`config.mk`:
```
export PLATFORM = sky130hd
export DESIGN_NAME = gfx256_wr_arbiter
export DESIGN_NICKNAME = d
export VERILOG_FILES = /design/src/rtl/gfx256_wr_arbiter.sv
export SDC_FILE = /design/constraint.sdc
export NUM_CORES = 1
export LEC_CHECK = 0
export CAP_MARGIN = 20
export CORE_AREA = 10 10 500 502
export DETAILED_ROUTE_END_ITERATION = 8
export DIE_AREA = 0 0 510 512
export PLACE_DENSITY_LB_ADDON = 0.1
export SYNTH_ARGS = -nofsm -noshare
export SYNTH_HDL_FRONTEND = slang
export SYNTH_SLANG_ARGS = --single-unit
```
`constraint.sdc`:
```
create_clock -name clk_i -period 77.5 [get_ports clk_i]
set_clock_uncertainty 0.1 [all_clocks]
set_input_delay 15.5 -clock clk_i [delete_from_list [all_inputs] [get_ports clk_i]]
set_output_delay 15.5 -clock clk_i [all_outputs]
set_load 0.005 [all_outputs]
```
`src/rtl/gfx256_wr_arbiter.sv`:
```
// Purpose : round-robin arbiter sharing one 256-bit wishbone write port among NREQ requesters.
// Latency : write pulse in cycle 0 -> m_write_o in cycle 2 when idle; req_ack_o one cycle after m_ack_i.
// Backpres: one buffered write per requester; a pulse while that buffer is full is dropped and flags ovf_o.
// Option  : define GFX256_WR_ARB_PRIO_EN for fixed priority (requester 0 highest) instead of round-robin.
module gfx256_wr_arbiter #(
  parameter int NREQ = 3,
  parameter int RRW  = 3
) (
  input  logic                clk_i,
  input  logic                rst_i,
  input  logic [NREQ-1:0]     req_write_i,
  input  logic [NREQ*32-1:0]  req_addr_i,
  input  logic [NREQ*32-1:0]  req_sel_i,
  input  logic [NREQ*256-1:0] req_dat_i,
  output logic [NREQ-1:0]     req_ack_o,
  output logic                m_write_o,
  output logic [31:0]         m_addr_o,
  output logic [31:0]         m_sel_o,
  output logic [255:0]        m_dat_o,
  input  logic                m_ack_i,
  output logic                busy_o,
  output logic [NREQ-1:0]     ovf_o
);

  localparam logic [RRW-1:0] LAST = RRW'(NREQ - 1);

  typedef enum logic [1:0] {
    ST_IDLE     = 2'd0,
    ST_WAIT_ACK = 2'd1,
    ST_DONE     = 2'd2
  } state_t;

  state_t r_state, w_state_nxt;

  logic [NREQ-1:0] r_pending, r_ovf, r_ack;
  logic [31:0]     r_buf_addr [NREQ];
  logic [31:0]     r_buf_sel  [NREQ];
  logic [255:0]    r_buf_dat  [NREQ];
  logic [RRW-1:0]  r_rr_ptr, r_gnt;
  logic            r_m_write;
  logic [31:0]     r_m_addr, r_m_sel;
  logic [255:0]    r_m_dat;

  logic [RRW-1:0]  w_ptr, w_gnt, w_win;
  logic            w_win_vld, w_load, w_ack_take;
  logic [NREQ-1:0] w_ack_vec, w_accept, w_drop;
  logic [31:0]     w_sel_addr, w_sel_sel;
  logic [255:0]    w_sel_dat;

  // Pointers that can exceed NREQ-1 (non power-of-2 NREQ) are folded onto the last requester.
  assign w_ptr = (r_rr_ptr > LAST) ? LAST : r_rr_ptr;
  assign w_gnt = (r_gnt > LAST) ? LAST : r_gnt;

  // The master ack only counts while a write is actually outstanding.
  assign w_ack_take = (r_state == ST_WAIT_ACK) && m_ack_i;

  // Per-requester ack/accept/drop decode; a pulse coinciding with its own ack refills the buffer.
  always_comb begin
    w_ack_vec = '0;
    w_accept  = '0;
    w_drop    = '0;
    for (int i = 0; i < NREQ; i++) begin
      w_ack_vec[i] = w_ack_take && (w_gnt == RRW'(i));
      w_accept[i]  = req_write_i[i] && (!r_pending[i] || w_ack_vec[i]);
      w_drop[i]    = req_write_i[i] && r_pending[i] && !w_ack_vec[i];
    end
  end

  // Winner selection among pending requesters.
  always_comb begin
    int best;
    int d;
    w_win     = LAST;
    w_win_vld = 1'b0;
    best      = NREQ;
    d         = 0;
`ifdef GFX256_WR_ARB_PRIO_EN
    for (int i = NREQ - 1; i >= 0; i--) begin
      if (r_pending[i]) begin
        w_win     = RRW'(i);
        w_win_vld = 1'b1;
      end
    end
`else
    // Distance from the slot after rr_ptr; the smallest distance wins.
    for (int i = 0; i < NREQ; i++) begin
      if (r_pending[i]) begin
        d = (i + 2 * NREQ - 1 - int'(w_ptr)) % NREQ;
        if (d < best) begin
          best      = d;
          w_win     = RRW'(i);
          w_win_vld = 1'b1;
        end
      end
    end
`endif
  end

  // Steer the winning buffer onto the master-side load path.
  always_comb begin
    w_sel_addr = r_buf_addr[0];
    w_sel_sel  = r_buf_sel[0];
    w_sel_dat  = r_buf_dat[0];
    for (int i = 0; i < NREQ; i++) begin
      if (w_win == RRW'(i)) begin
        w_sel_addr = r_buf_addr[i];
        w_sel_sel  = r_buf_sel[i];
        w_sel_dat  = r_buf_dat[i];
      end
    end
  end

  // State register.
  always_ff @(posedge clk_i) begin
    if (rst_i) r_state <= ST_IDLE;
    else       r_state <= w_state_nxt;
  end

  // Next state; DONE inserts one idle cycle between master cycles.
  always_comb begin
    w_state_nxt = r_state;
    w_load      = 1'b0;
    case (r_state)
      ST_IDLE: begin
        if (w_win_vld) begin
          w_load      = 1'b1;
          w_state_nxt = ST_WAIT_ACK;
        end
      end
      ST_WAIT_ACK: if (m_ack_i) w_state_nxt = ST_DONE;
      ST_DONE:     w_state_nxt = ST_IDLE;
      default:     w_state_nxt = ST_IDLE;
    endcase
  end

  // Control and master-side registers; reset discards pending writes and any in-flight cycle.
  always_ff @(posedge clk_i) begin
    if (rst_i) begin
      r_pending <= '0;
      r_ovf     <= '0;
      r_ack     <= '0;
      r_rr_ptr  <= LAST;
      r_gnt     <= LAST;
      r_m_write <= 1'b0;
      r_m_addr  <= '0;
      r_m_sel   <= '0;
      r_m_dat   <= '0;
    end else begin
      r_pending <= (r_pending & ~w_ack_vec) | w_accept;
      r_ovf     <= r_ovf | w_drop;
      r_ack     <= w_ack_vec;
      if (w_load) begin
        r_gnt     <= w_win;
        r_m_write <= 1'b1;
        r_m_addr  <= w_sel_addr;
        r_m_sel   <= w_sel_sel;
        r_m_dat   <= w_sel_dat;
      end
      if (w_ack_take) begin
        r_m_write <= 1'b0;
        r_rr_ptr  <= w_gnt;
      end
    end
  end

  // Write buffers carry data only; validity lives in r_pending, so they need no reset.
  always_ff @(posedge clk_i) begin
    for (int i = 0; i < NREQ; i++) begin
      if (w_accept[i]) begin
        r_buf_addr[i] <= req_addr_i[32*i +: 32];
        r_buf_sel[i]  <= req_sel_i[32*i +: 32];
        r_buf_dat[i]  <= req_dat_i[256*i +: 256];
      end
    end
  end

  assign req_ack_o = r_ack;
  assign m_write_o = r_m_write;
  assign m_addr_o  = r_m_addr;
  assign m_sel_o   = r_m_sel;
  assign m_dat_o   = r_m_dat;
  assign ovf_o     = r_ovf;
  assign busy_o    = (|r_pending) || (r_state != ST_IDLE);

endmodule

```
==> flow_summary.toml <==
[sta]
tightest_slew_ps = 1490
fmax_mhz = 51.3
whs_ps = 379
rsz0062_at_grt = "false"
fin_tns_setup_ps = 0
slew_violations = 0
slew_headroom_pct = 0.554
fin_crit_sh_pct = 25.1
period_needed_ps = 19490
finalHoldViolCount = 0
finalSetupViolations = 0

[power]
powerDensity_nw_per_um2 = 25.8
max-vdd-ir-drop_uv = 15.9
leakage_nw = 23.6

[worst_setup_path]
cp_data_required_time_ps = 77790
crit_fanout = 61
crit_chain = "clkdlybuf4s50_1, nand2_1, or2_2, nor2_1, a21oi_1, nor2b_4, buf_4, buf_4, buf_4"
cpMostUsedCell = "buf_4"
crit_arrival_ps = 19780
worstSetupPathType = "in -> reg"
cp-end-kind = "flip-flop"
cp-start-kind = "input pin"
timing.critical_path.slowest_stage_cell = "buf_4"
slowest_delay_ps = 840

[cells_and_area]
nNetsFinal = 5519
synthToLayoutAreaGrowth_pct = 44.8
fill_cells = 24400
drive_gt1_share_pct = 7.69
ff_latch_area_um2 = 35600
multi_input_area_um2 = 10700

[clocking]
clock-sinks = 1296
h-tree-depth = 4
numCtsBuffers = 161
clk-insertion-delay-late_ps = 790
hold_buffers = 0
post_cts_buffers = 0
root_buffer = "clkbuf_16"
cts_buffer_depth = 3
cts_resized = 0
clk_pin_slew_worst_paths_ps = 60
cts_tree = "yes"

[logic_synthesis]
ys_warn_count = 0
yosysSeqAreaShare_pct = 73.7
synth_most_common_cell = "edfxtp_1"
syn_inst = 3312
synth_flop_cell = "edfxtp_1"
ys_types = 52
avgSynthCellArea_um2 = 14.6
yosys.area.top_type = "edfxtp_1"
synth_area_um2 = 48300
yosysTopAreaCellShare_pct = 59.7
synth.top_cells.by_count = "edfxtp_1, dfxtp_1, nand4_1, clkbuf_1, inv_1"
synth_edf_count = 960
async_flop_share_pct = 0
synth_area_leaders = "edfxtp_1, dfxtp_1, nand4_1"
synth-seq-cells = 1296

[routing]
ant_nets = 0
wl_per_cell_um = 30.4
drt_pass1_iterations = 5
drtIter0Drc = 2325
drc_errors = 0
via_per_inst = 4.41
routed_wl_um = 241000
vias = 34900

[floorplan]
initial_core_util_pct = 20.1
die-area_um2 = 261000
die_y_um = 512
rows = 180
fp.coreArea_um2 = 240000
die_w_um = 510
io_pins = 1294

[global_routing]
gr-total-overflow = 0
grt_pass1_vias = 35900
antenna_found_initial = 173
grt_max_degree = 220
grt_usage_pct = 17.6
grt_first_pass_wirelength_um = 322000

[placement]
gp_congestion = 0.805
dpl.hpwl_um = 165000
port_buffers = 1293

[job]
maxCapViolations = 0

[worst_hold_path]
worstHoldPathType = "reg -> reg"

[run_status]
status = "finished, final reports clean"
metrics by stage:
| step | setup slack, ps | cells | utilization (%) | area [µm²] | power, mW |
|---|---|---|---|---|---|
| after global placement | 56430 | 7559 | 27.0 | 64600 | 1.09 |
| after CTS | 57950 | 7865 | 29.1 | 69700 | 1.84 |
| after floorplan | 37090 | 3336 | - | 48300 | 0.941 |
| after detailed placement | 57080 | 7561 | 27.0 | 64600 | 1.09 |
| after global routing | 57830 | 7880 | 29.1 | 69800 | 1.88 |
| final | 58010 | 7920 | 29.2 | 69900 | 1.80 |
sequential cells by signal (all words and copies together), names as in the netlist:
signal and cells:
m_write_o 1, ovf_o 3, r_rr_ptr 2, r_gnt 2, req_ack_o 3, m_sel_o 32
r_buf_sel 96, r_state 2, m_dat_o 256, r_buf_dat 768, m_addr_o 32, r_pending 3
r_buf_addr 96
cells in the final DEF, fill, tap and decap left out, types with 98 or more instances in the layout:
| master | netlist | final |
|---|---|---|
| and3_1 | 226 | 226 |
| o21ai_0 | 99 | 98 |
| clkdlybuf4s50_1 | 0 | 1292 |
| edfxtp_1 | 960 | 960 |
| o221ai_1 | 226 | 226 |
| nand4_1 | 320 | 320 |
| dfxtp_1 | 336 | 335 |
| inv_1 | 231 | 231 |
| clkbuf_16 | 0 | 165 |
| a31oi_1 | 227 | 226 |
layout make-up:
cell class              count  area share (%)
well taps                3185            5.70
clock buffers             244            6.56
inverters                 231            1.24
diodes                     55           0.197
clock inverters            60           0.729
flip-flops and latches   1296            50.9
repair buffers           1350            19.4
multi-input cells        1499            15.3
cells by family (layout without fill, tap and decap cells):
| family | after synthesis | after routing | share of synthesized area, % |
|---|---|---|---|
| compound gates | 680 | 680 | 10.7 |
| fa+ha+maj | 14 | 14 | 0.363 |
| mux | 94 | 94 | 1.95 |
| other cells | 2 | 81 | 0.0156 |
| simple gates | 684 | 684 | 8.76 |
| buf+inv | 541 | 1885 | 4.55 |
| flops | 1296 | 1296 | 73.7 |
| xor+xnor | 1 | 1 | 0.0182 |
report_power, final:
group,switching (mW),internal (mW)
Clock,0.314,0.418
Combinational,0.133,0.109
Sequential,0.0249,0.805
path summary, 6_finish.rpt:
| path | slack [ps] | cells past startpoint | start | end |
|---|---|---|---|---|
| worst max-delay path | 58010 | 9 | m_ack_i | r_buf_dat[0][358]$_DFFE_PP_ |
| worst min-delay path | 380 | 1 | m_write_o$_SDFFE_PP0P_ | m_write_o$_SDFFE_PP0P_ |
| worst max register to register | 71310 | 14 | r_rr_ptr[1]$_SDFFE_PP1P_ | m_dat_o[126]$_SDFFE_PP0P_ |
| worst min register to register | 380 | 1 | m_write_o$_SDFFE_PP0P_ | m_write_o$_SDFFE_PP0P_ |
layer usage:
metal,GRT usage (%),wire (µm),part of all wire [%]
met5,0,943,0.39
met1,19.9,93000,39
met3,8.36,25100,10
met2,29.9,117000,49
met4,3.82,5110,2.1
worst max-delay path: cells and delay by family:
family	cells	cell delay, ps
and+or+nand+nor	4	1090
buffers and inverters	4	2830
AOI/OAI and AO/OA	1	150
(Power assumes the default switching activity.)
